## src/rtl/rs_latch_sequencer.sv

```systemverilog
// Sequencer for a bank of gated RS latches: arbitrates two requesters round-robin
// and applies one set/clear write as SETUP -> ENABLE (ENA_CYCLES) -> HOLD, with every output registered.
module rs_latch_sequencer #(
    parameter int NBITS      = 4,
    parameter int ENA_CYCLES = 2
) (
    input  logic             CLK,
    input  logic             RST,
    input  logic             REQ0,
    input  logic             REQ1,
    input  logic [NBITS-1:0] SET0,
    input  logic [NBITS-1:0] SET1,
    input  logic [NBITS-1:0] CLR0,
    input  logic [NBITS-1:0] CLR1,
    output logic             ACK0,
    output logic             ACK1,
    output logic             ERR,
    output logic             BUSY,
    output logic             LAT_ENA,
    output logic [NBITS-1:0] LAT_S,
    output logic [NBITS-1:0] LAT_R
);

    typedef enum logic [1:0] {
        IDLE,
        SETUP,
        ENABLE,
        HOLD
    } state_t;

    localparam logic [3:0] CNT_LOAD = 4'(ENA_CYCLES - 1);

    state_t           state_q, state_d;
    logic [3:0]       cnt_q, cnt_d;
    logic             prio_q, prio_d;
    logic             grant_q, grant_d;
    logic [NBITS-1:0] set_q, set_d;
    logic [NBITS-1:0] clr_q, clr_d;

    logic             ack0_d, ack1_d, err_d, busy_d, lat_ena_d;
    logic [NBITS-1:0] lat_s_d, lat_r_d;

    // NOTE: every variable gets a default before the case so no path can infer a latch.
    always_comb begin
        state_d = state_q;
        cnt_d   = cnt_q;
        prio_d  = prio_q;
        grant_d = grant_q;
        set_d   = set_q;
        clr_d   = clr_q;

        case (state_q)
            IDLE: begin
                if (REQ0 || REQ1) begin
                    grant_d = (REQ0 && REQ1) ? prio_q : REQ1;
                    set_d   = grant_d ? SET1 : SET0;
                    clr_d   = grant_d ? CLR1 : CLR0;
                    prio_d  = ~grant_d;
                    state_d = SETUP;
                end
            end
            SETUP: begin
                cnt_d   = CNT_LOAD;
                state_d = ENABLE;
            end
            ENABLE: begin
                if (cnt_q == 4'd0) begin
                    state_d = HOLD;
                end else begin
                    cnt_d = cnt_q - 4'd1;
                end
            end
            HOLD: begin
                state_d = IDLE;
            end
            default: begin
                state_d = IDLE;
            end
        endcase

        // Outputs are decoded from the next state so they line up with it once registered.
        lat_s_d   = (state_d != IDLE) ? (set_d & ~clr_d) : '0;
        lat_r_d   = (state_d != IDLE) ? (clr_d & ~set_d) : '0;
        lat_ena_d = (state_d == ENABLE);
        ack0_d    = (state_d == HOLD) && !grant_d;
        ack1_d    = (state_d == HOLD) && grant_d;
        err_d     = (state_d == HOLD) && ((set_d & clr_d) != '0);
        // BUSY stretches through the IDLE cycle that follows HOLD: ENA_CYCLES+3 cycles per write.
        busy_d    = (state_d != IDLE) || (state_q == HOLD);
    end

    // NOTE: state registers use non-blocking assignments so every flop samples pre-edge values.
    always_ff @(posedge CLK) begin
        if (RST) begin
            state_q <= IDLE;
            cnt_q   <= '0;
            prio_q  <= 1'b0;
            grant_q <= 1'b0;
            set_q   <= '0;
            clr_q   <= '0;
            ACK0    <= 1'b0;
            ACK1    <= 1'b0;
            ERR     <= 1'b0;
            BUSY    <= 1'b0;
            LAT_ENA <= 1'b0;
            LAT_S   <= '0;
            LAT_R   <= '0;
        end else begin
            state_q <= state_d;
            cnt_q   <= cnt_d;
            prio_q  <= prio_d;
            grant_q <= grant_d;
            set_q   <= set_d;
            clr_q   <= clr_d;
            ACK0    <= ack0_d;
            ACK1    <= ack1_d;
            ERR     <= err_d;
            BUSY    <= busy_d;
            LAT_ENA <= lat_ena_d;
            LAT_S   <= lat_s_d;
            LAT_R   <= lat_r_d;
        end
    end

endmodule

```

## config.mk

```make
export PLATFORM = sky130hd
export DESIGN_NAME = rs_latch_sequencer
export DESIGN_NICKNAME = d
export VERILOG_FILES = /design/src/rtl/rs_latch_sequencer.sv
export SDC_FILE = /design/constraint.sdc
export NUM_CORES = 1
export LEC_CHECK = 0
export ABC_AREA = 0
export BUFFER_PORTS_ARGS = -buffer_cell sky130_fd_sc_hd__buf_2
export CORE_MARGIN = 3
export CORE_UTILIZATION = 52
export CTS_CLUSTER_SIZE = 24
export DETAILED_ROUTE_END_ITERATION = 10
export PLACE_DENSITY = 0.78
export SLEW_MARGIN = 20
export SYNTH_ARGS = -nofsm -noshare
export SYNTH_HDL_FRONTEND = slang
export SYNTH_SLANG_ARGS = --single-unit
```

## constraint.sdc

```tcl
create_clock -name CLK -period 1.75 [get_ports CLK]
set_input_delay 0.0875 -clock CLK [delete_from_list [all_inputs] [get_ports CLK]]
set_output_delay 0.0875 -clock CLK [all_outputs]
set_load 0.1 [all_outputs]
```

==> metrics.md, run 1 <==
| Metric | Value |
|---|---|
| Req. time, crit path | `2010 ps` |
| CTS tree | `built` |
| CP Class | `reg -> reg` |
| Final setup vio count | `0` |
| Gr usage total | `19.5%` |
| Layout Cells excl Fill | `210` |
| Detailed Route WL | `3110 um` |
| Antenna cells | `0` |
| WP data arrival | `1940 ps` |
| Wire per inst | `14.8 um` |
| Seq cells post-synth | `29` |
| Mapped Area | `1380 um^2` |
| Initial antenna violation count | `0` |
| Flop pwr share | `31.8%` |
| Post-synthesis sequential area ratio | `42.0%` |
| Rel. slew slack | `67.5%` |
| CTS Hold Bufs | `0` |
| Post-route cell area | `1680 um^2` |
| CP Max Fanout | `9` |
| Clk sinks | `29` |
| Fin crit share | `96.4%` |
| DR DRC count | `0` |
| Ys flop type | `dfxtp_1` |
| Hold endpoint | `prio_q$_SDFFE_PP0P_` |
| Peak supply drop | `1000 uV` |
| DP HPWL | `2220 um` |
| Placed Area | `1560 um^2` |
| Synth cell types | `37` |
| Synth Warn # | `0` |
| Worst Clk Skew | `6.24 ps` |
| Number of DRC markers in iteration 0 | `42` |
| Core Area | `2500 um^2` |
| Placer Congestion | `0.792` |
| Post-synthesis instance total | `143` |
| Syn_area_per_cell | `9.68 um^2` |
| Vias per cell | `5.45` |
| Leakage power | `0.716 nW` |
| Clock-pin slew on the worst setup and hold paths | `90 ps` |
| DP Worst Slack | `-24.4 ps` |
| Die H | `57.6 um` |
| GR Overflow Total | `0` |
| Setup TNS | `0 ps` |
| PortBufs | `32` |
| Final ANT Viol Nets | `0` |
| Launch point of the worst reg-to-reg path | `cnt_q[0]$_SDFFE_PP0P_` |
| Max-cap violation count | `0` |
| Worst Hold Class | `in -> reg` |
| CTS root buffer | `clkbuf_4` |
| DIE WIDTH | `57.6 um` |
| Fmax | `593 MHz` |
| Power after layout | `2.80 mW` |
| Crit path capture type | `flip-flop` |
| Worst Max-Slew Pin Slew | `491 ps` |
| Internal power | `1.47 mW` |
| Comb pwr share | `53.6%` |
| Initial Utilization | `55.4%` |
| Worst hold slack | `146 ps` |
| Final Critical Period | `1690 ps` |
| PwrDens | `1660 nW/um^2` |
| Critical path launch point type | `flip-flop` |
| Total Nets Final | `206` |
| Htree depth | `2` |
| 1st-pass router iterations | `4` |
| Switching Fraction | `47.7%` |
| Post-synth EDFFs | `0` |
| Setup ws final | `63.1 ps` |
| Final core utilization | `67.4%` |
| RR Endpoint | `LAT_R[3]$_SDFF_PP0_` |
| Register-to-register path setup slack | `60 ps` |
| Clk_lat worst skew | `330 ps` |
| Max-slew violations | `0` |
| Standard-cell rows | `18` |
| Run status | `finished clean` |
| Syn-to-layout area delta | `21.7%` |
| Fraction of registers with async set/reset | `0%` |
| Proportion of layout cells with a drive suffix above 1 | `40.0%` |
| Die ar. | `3320 um^2` |
| Syn_nets | `169` |
| DP Cell Count | `202` |
| Vias after detailed routing | `1144` |
| CTS Buffer Depth | `2` |
| Worst r2r path cells | `8` |
| Clock Power Share | `14.6%` |
| Number of hold violations in the final report | `0` |
| Vias in the first global route | `1095` |
| Largest net degree at the start of global routing | `19` |
| Hold_sp | `REQ1` |
| Num CTS Buffers | `5` |
| Switching power of the nets | `1.33 mW` |
| First-pass GRT wire length | `4850 um` |
| I/O pin cnt | `33` |
| WHS Path Cells | `2` |
-- cell families (layout without fill, tap and decap cells) --
| family | after synthesis | in the layout | share of synthesized area (%) |
|---|---|---|---|
| compound gates | 31 | 31 | 19.4 |
| xor+xnor | 2 | 2 | 1.27 |
| simple gates | 63 | 63 | 27.2 |
| fa+ha+maj | 6 | 6 | 5.42 |
| flops | 29 | 29 | 42.0 |
| buf+inv | 12 | 49 | 4.70 |
-- worst max-delay path by stage --
stage                               start                   to  slack [ps]  cells past startpoint
floorplan           state_q[0]$_SDFF_PP0_  LAT_R[0]$_SDFF_PP0_         260                      6
global placement    state_q[1]$_SDFF_PP0_       ERR$_SDFF_PP0_           6                      7
detailed placement  state_q[1]$_SDFF_PP0_       ERR$_SDFF_PP0_         -20                      7
CTS                 cnt_q[0]$_SDFFE_PP0P_  LAT_R[3]$_SDFF_PP0_          40                      7
global route        cnt_q[0]$_SDFFE_PP0P_  LAT_R[3]$_SDFF_PP0_         -10                      8
finish              cnt_q[0]$_SDFFE_PP0P_  LAT_R[3]$_SDFF_PP0_          60                      8
-- per-layer routing --
metal / part of all wire [%] / track usage (%) / vias to the layer above
met4: 2.9 / 8.94 / 0
met3: 6.7 / 6.79 / 10
li1: - / - / 573
met1: 43 / 22.9 / 522
met2: 48 / 31.6 / 39
met5: 0 / 0 / -
-- synth_stat cells, types with 2 or more instances --
library cell  instances  share of area, %
dfxtp_1              29                42
nand2_1              15               4.1
nor2_1               14               3.8
o21ai_2               8               5.1
nor3b_2               7               6.3
ha_1                  6               5.4
nor2b_1               6               2.7
nor3_1                6               2.2
inv_1                 5               1.4
o32ai_1               5               3.2
nand2b_1              4               1.8
a211oi_1              3               1.6
a21oi_1               3               1.1
nor3_2                3               2.2
buf_6                 2               1.6
clkbuf_1              2              0.54
nand3_1               2              0.72
o21ai_1               2              0.72
o22ai_1               2              0.90
or3_1                 2              0.90
-- sequential cells by signal, indices dropped and copies added, names as in the netlist --
signal and count:
state_q 2, LAT_R 4, clr_q 4, BUSY 1, ACK0 1, cnt_q 4, LAT_ENA 1, ACK1 1
grant_q 1, ERR 1, set_q 4, prio_q 1, LAT_S 4
-- area by class of cell --
cell class,count,area [um^2]
fillers,211,816
multi-input cells,102,782
flip-flops and latches,29,584
repair buffers,36,203
clock buffers,7,55.1
well taps,30,37.5
inverters,6,22.5
-- placed cells by master (no fill, tap or decap), drive strengths merged --
| master | instances |
|---|---|
| buf | 36 |
| dfxtp | 29 |
| nand2 | 15 |
| nor2 | 14 |
| o21ai | 10 |
| nor3 | 9 |
| nor2b | 7 |
| nor3b | 7 |
| clkbuf | 7 |
| inv | 6 |
| o32ai | 6 |
| ha | 6 |
| nand2b | 4 |
| a21oi | 3 |
| a211oi | 3 |
| o22ai | 2 |
| or3 | 2 |
| nand3 | 2 |
| o31ai | 1 |
| o21bai | 1 |
| o21a | 1 |
| a21bo | 1 |
| nor4 | 1 |
| xnor2 | 1 |
| a311oi | 1 |
| and2b | 1 |
| xor2 | 1 |
| and3 | 1 |
| a32oi | 1 |
| a31oi | 1 |
-- power groups by stage --
stage | clock [mW] | combinational (mW) | sequential, mW
after floorplan | 0 | 0.642 | 1.39
after global placement | 0 | 1.33 | 0.892
after detailed placement | 0 | 1.37 | 0.897
after CTS | 0.415 | 1.38 | 0.883
after global routing | 0.447 | 1.59 | 0.907
final | 0.409 | 1.50 | 0.889
-- critical path: stages, from the launching register on --
cell,delay (ps)
dfxtp_4,370
inv_1,70
ha_2,180
nor3b_4,230
o21ai_2,100
o21ai_4,220
o21bai_4,100
buf_12,150
nor3b_4,180
-- repair_timing --
action / in CTS / in global routing
resized for setup: 1 / 9
setup buffers: 0 / 1
endpoints found under the setup margin: 1 / 10
pin swaps: 0 / 2
Note: power is estimated with default switching activity, not from simulation.
==> run 2, diff against run 1 <==
--- a/config.mk
+++ b/config.mk
@@ -12,6 +12,7 @@
 export CTS_CLUSTER_SIZE = 24
 export DETAILED_ROUTE_END_ITERATION = 10
 export PLACE_DENSITY = 0.78
+export SETUP_SLACK_MARGIN = 0.2
 export SLEW_MARGIN = 20
 export SYNTH_ARGS = -nofsm -noshare
 export SYNTH_HDL_FRONTEND = slang
==> metrics.md, run 2 (same netlist as run 1, synthesis figures left out) <==
| Metric | Value |
|---|---|
| Clk_lat worst skew | `330 ps` |
| DP HPWL | `2220 um` |
| Placer Congestion | `0.792` |
| Gr usage total | `21.8%` |
| Most frequent cells in the layout | `32 x buf_2, 26 x dfxtp_1, 14 x nand2_1, 14 x nor2_1, 10 x buf_4` |
| CP Class | `reg -> reg` |
| RSZ-0062 raised after global routing | `yes` |
| Syn-to-layout area delta | `32.5%` |
| Final Critical Period | `1580 ps` |
| PwrDens | `1660 nW/um^2` |
| Initial Utilization | `55.4%` |
| DR DRC count | `0` |
| CTS tree | `built` |
| DP Cell Count | `202` |
| Slowest cell on the critical path | `dfxtp_1` |
| Rel. slew slack | `67.5%` |
| Max-cap violation count | `0` |
| Worst r2r path cells | `7` |
| Vias in the first global route | `1157` |
| Max incr delay on CP | `400 ps` |
| Most common cell after layout, fill and taps aside | `buf_2` |
| Switching power of the nets | `1.43 mW` |
| WP data arrival | `1790 ps` |
| Critical path launch point type | `flip-flop` |
| Clk sinks | `29` |
| Post-route cell area | `1830 um^2` |
| Worst hold slack | `140 ps` |
| Flop pwr share | `29.3%` |
| Leakage power | `0.793 nW` |
| Num CTS Buffers | `5` |
| Worst Hold Class | `in -> reg` |
| CTS root buffer | `clkbuf_4` |
| Number of DRC markers in iteration 0 | `59` |
| Standard-cell rows | `18` |
| Detailed Route WL | `3430 um` |
| GR Overflow Total | `0` |
| Peak supply drop | `1110 uV` |
| Crit path capture type | `flip-flop` |
| Internal power | `1.61 mW` |
| Clock Power Share | `13.3%` |
| Crit path cell chain | `inv_2 > ha_4 > buf_4 > o22ai_2 > nor3_2 > a32oi_1 > a31oi_1` |
| GR Layer Usage met1 | `27.6%` |
| Number of hold violations in the final report | `0` |
| Setup ws final | `172 ps` |
| WHS Path Cells | `2` |
| Die H | `57.6 um` |
| Top Usage Layer GRT | `met2` |
| Die ar. | `3320 um^2` |
| 1st-pass router iterations | `4` |
| Initial antenna violation count | `0` |
| DIE WIDTH | `57.6 um` |
| Worst Clk Skew | `1.47 ps` |
| Final ANT Viol Nets | `0` |
| Core Area | `2500 um^2` |
| Max-slew violations | `0` |
| Antenna cells | `0` |
| Setup TNS | `0 ps` |
| Layout Cells excl Fill | `218` |
| Met3 usage | `6.56%` |
| Run status | `finished clean` |
| Vias per cell | `5.50` |
| Vias after detailed routing | `1200` |
| Proportion of layout cells with a drive suffix above 1 | `50.5%` |
| First-pass GRT wire length | `5370 um` |
| DP Worst Slack | `-24.4 ps` |
| Comb pwr share | `57.4%` |
| Htree depth | `2` |
| Req. time, crit path | `1960 ps` |
| GRT met2 Usage | `34.4%` |
| CTS Buffer Depth | `2` |
| Fmax | `634 MHz` |
| Final core utilization | `73.3%` |
| PortBufs | `32` |
| Fin crit share | `90.2%` |
| Clock-pin slew on the worst setup and hold paths | `80 ps` |
| Worst Max-Slew Pin Slew | `491 ps` |
| I/O pin cnt | `33` |
| Final setup vio count | `0` |
| Switching Fraction | `47.1%` |
| Largest net degree at the start of global routing | `19` |
| CP Max Fanout | `6` |
| Power after layout | `3.05 mW` |
| Wire per inst | `15.7 um` |
| Placed Area | `1560 um^2` |
| Total Nets Final | `214` |
==> run 2: metal layers <==
layer | vias up | wire (um) | part of all wire [%]
li1 | 591 | - | -
met1 | 553 | 1440 | 42
met2 | 46 | 1700 | 49
met3 | 10 | 237 | 6.9
met4 | 0 | 53 | 1.5
met5 | - | 0 | 0
==> run 2: final timing paths <==
check | slack, ps | endpoint | from
max reg2reg | 170 | ERR$_SDFF_PP0_ | state_q[0]$_SDFF_PP0_
min | 140 | cnt_q[1]$_SDFFE_PP0P_ | RST
min reg2reg | 540 | grant_q$_SDFF_PP0_ | grant_q$_SDFF_PP0_
max | 170 | ERR$_SDFF_PP0_ | state_q[0]$_SDFF_PP0_
==> run 2: area by class of cell <==
class                   count  area, um^2
fillers                   192         667
repair buffers             44         280
well taps                  30        37.5
flip-flops and latches     29         584
clock buffers               7        55.1
multi-input cells         102         853
inverters                   6        22.5
==> run 2: timing repair <==
item,in CTS,in global routing
buffers inserted,5,3
pin swaps,3,17
endpoints found under the setup margin,13,14
cloned,0,1
resized for setup,12,18
hold buffers,0,0
==> run 2: power groups by stage <==
stage / clock [mW] / combinational [mW] / sequential, mW
floorplan: 0 / 0.642 / 1.39
global placement: 0 / 1.33 / 0.892
detailed placement: 0 / 1.37 / 0.897
CTS: 0.415 / 1.53 / 0.882
global route: 0.446 / 1.86 / 0.911
finish: 0.405 / 1.75 / 0.893
==> run 2: critical path, delay by kind of cell (launching register included) <==
family          cells  cell delay (ps)
compound gates      3              540
fa+ha+maj           1              180
buf+inv             2              240
flops               1              400
simple gates        1              100
==> run 3, diff against run 2 <==
==> constraint.sdc (replaced) <==
create_clock -name CLK -period 1.5 [get_ports CLK]
set_input_delay 0.075 -clock CLK [delete_from_list [all_inputs] [get_ports CLK]]
set_output_delay 0.075 -clock CLK [all_outputs]
set_load 0.1 [all_outputs]
==> metrics.md, run 3 (same netlist as run 1, synthesis figures left out) <==
| Metric | Value |
|---|---|
| DP Cell Count | `213` |
| CTS tree | `built` |
| Wire per inst | `17.7 um` |
| Final Critical Period | `1620 ps` |
| Clock-pin slew on the worst setup and hold paths | `100 ps` |
| 1st-pass router iterations | `4` |
| CTS Hold Bufs | `0` |
| Final ANT Viol Nets | `0` |
| Gr usage total | `22.0%` |
| Worst Hold Class | `in -> reg` |
| I/O pin cnt | `33` |
| CTS root buffer | `clkbuf_4` |
| CTS Buffer Depth | `2` |
| Initial antenna violation count | `0` |
| Worst Clk Skew | `14.9 ps` |
| Rel. slew slack | `66.7%` |
| Clk_lat worst skew | `350 ps` |
| RSZ-0062 raised after global routing | `yes` |
| Detailed Route WL | `4030 um` |
| Peak supply drop | `1660 uV` |
| Vias after detailed routing | `1323` |
| Crit path cell chain | `inv_2 > ha_4 > nor3b_4 > and2b_2 > nand2_1 > xor2_1 > nor3_1` |
| Standard-cell rows | `18` |
| Fillers | `148` |
| Final setup vio count | `10` |
| GR Overflow Total | `0` |
| Crit path from | `cnt_q[1]$_SDFFE_PP0P_` |
| Proportion of layout cells with a drive suffix above 1 | `62.4%` |
| Die ar. | `3320 um^2` |
| Num CTS Buffers | `5` |
| Number of hold violations in the final report | `0` |
| Req. time, crit path | `1720 ps` |
| Total Nets Final | `222` |
| Core Area | `2500 um^2` |
| Syn-to-layout area delta | `48.3%` |
| Worst Max-Slew Pin Slew | `504 ps` |
| Vias per cell | `5.83` |
| Critical path launch point type | `flip-flop` |
| Most frequent cells in the layout | `32 x buf_2, 24 x dfxtp_1, 14 x buf_4, 12 x nand2_1, 12 x nor2_1` |
| Violated checks | `setup timing` |
| Setup TNS | `-544 ps` |
| Vias in the first global route | `1234` |
| CP Max Fanout | `3` |
| Launch point of the worst reg-to-reg path | `cnt_q[1]$_SDFFE_PP0P_` |
| Initial Utilization | `55.4%` |
| Max-slew violations | `0` |
| Clk sinks | `29` |
| Fin crit share | `108%` |
| Antenna cells | `0` |
| Htree depth | `2` |
| Setup ws final | `-119 ps` |
| Most common cell after layout, fill and taps aside | `buf_2` |
| Leakage power | `0.872 nW` |
| Fmax | `618 MHz` |
| Largest net degree at the start of global routing | `19` |
| Die H | `57.6 um` |
| DR DRC count | `0` |
| Storage cell area | `587 um^2` |
| Slowest cell on the critical path | `dfxtp_2` |
| Max incr delay on CP | `340 ps` |
| Layout Cells excl Fill | `227` |
| PortBufs | `32` |
| WP data arrival | `1840 ps` |
| Hold_sp | `RST` |
| Number of DRC markers in iteration 0 | `44` |
| Placer Congestion | `0.899` |
| Register-to-register path setup slack | `-120 ps` |
| CP Class | `reg -> reg` |
| PwrDens | `1990 nW/um^2` |
| Crit path capture type | `flip-flop` |
| DP HPWL | `2250 um` |
| Run status | `finished, violations left` |
| Power after layout | `4.09 mW` |
| First-pass GRT wire length | `5500 um` |
| Area of the multi-input gates | `970 um^2` |
| DIE WIDTH | `57.6 um` |
| Max-cap violation count | `0` |
run 3: cell count changes in the layout (fill, tap and decap cells not counted), moves of 3 or more:
cell	change
o21ai_2	-4
buf_4	+4
nor2b_1	-3
buf_6	+4
o21ai_4	+5
run 3: per-stage QoR:
stage               util (%)  setup WS [ps]  hold slack, ps  instance area [um^2]
finish                  82.1           -119             114                  2050
CTS                     74.9          -1.51             121                  1870
global route            82.1           -151             142                  2050
detailed placement      67.5          -78.5             475                  1690
floorplan                  -           52.7             369                  1430
global placement        67.5          -52.5             457                  1690
run 3: critical path, delay by kind of cell, from the launching register on:
family,cells,cell delay [ps]
xor gates and xnor gates,1,230
buffers and inverters,1,80
adders and majority gates,1,130
and+or+nand+nor,4,710
DFF,1,340
run 3: worst paths after layout:
| path | to | cells after the start |
|---|---|---|
| max | cnt_q[2]$_SDFFE_PP0P_ | 7 |
| min | set_q[1]$_SDFF_PP0_ | 2 |
| max reg2reg | cnt_q[2]$_SDFFE_PP0P_ | 7 |
| min reg2reg | clr_q[1]$_SDFF_PP0_ | 2 |
run 3: routing by layer:
| layer | track usage (%) | routed length, um | vias to the layer above |
|---|---|---|---|
| met1 | 24.2 | 1570 | 657 |
| met4 | 11.9 | 108 | 0 |
| met3 | 5.66 | 225 | 11 |
| met2 | 38.4 | 2120 | 48 |
| met5 | 0 | 0 | - |
| li1 | - | - | 607 |
run 3: final cells by class:
class                   instances  area share (%)
repair buffers                 52            17.1
flip-flops and latches         29            28.6
inverters                       6            1.10
clock buffers                   7            2.68
well taps                      30            1.83
clock inverters                 1            1.46
multi-input cells             102            47.3
run 3: power breakdown:
group	internal, mW	leakage [nW]	total [mW]	switching, mW
sequential	0.950	0.240	1.06	0.105
combinational	0.900	0.586	2.34	1.44
clock	0.398	0.0455	0.694	0.297
run 3: what timing repair did:
action | 4_1_cts | 5_1_grt
setup buffers | 2 | 3
gates resized for setup | 22 | 26
pin swaps | 4 | 8
setup endpoints to repair | 27 | 27
cloned | 0 | 1
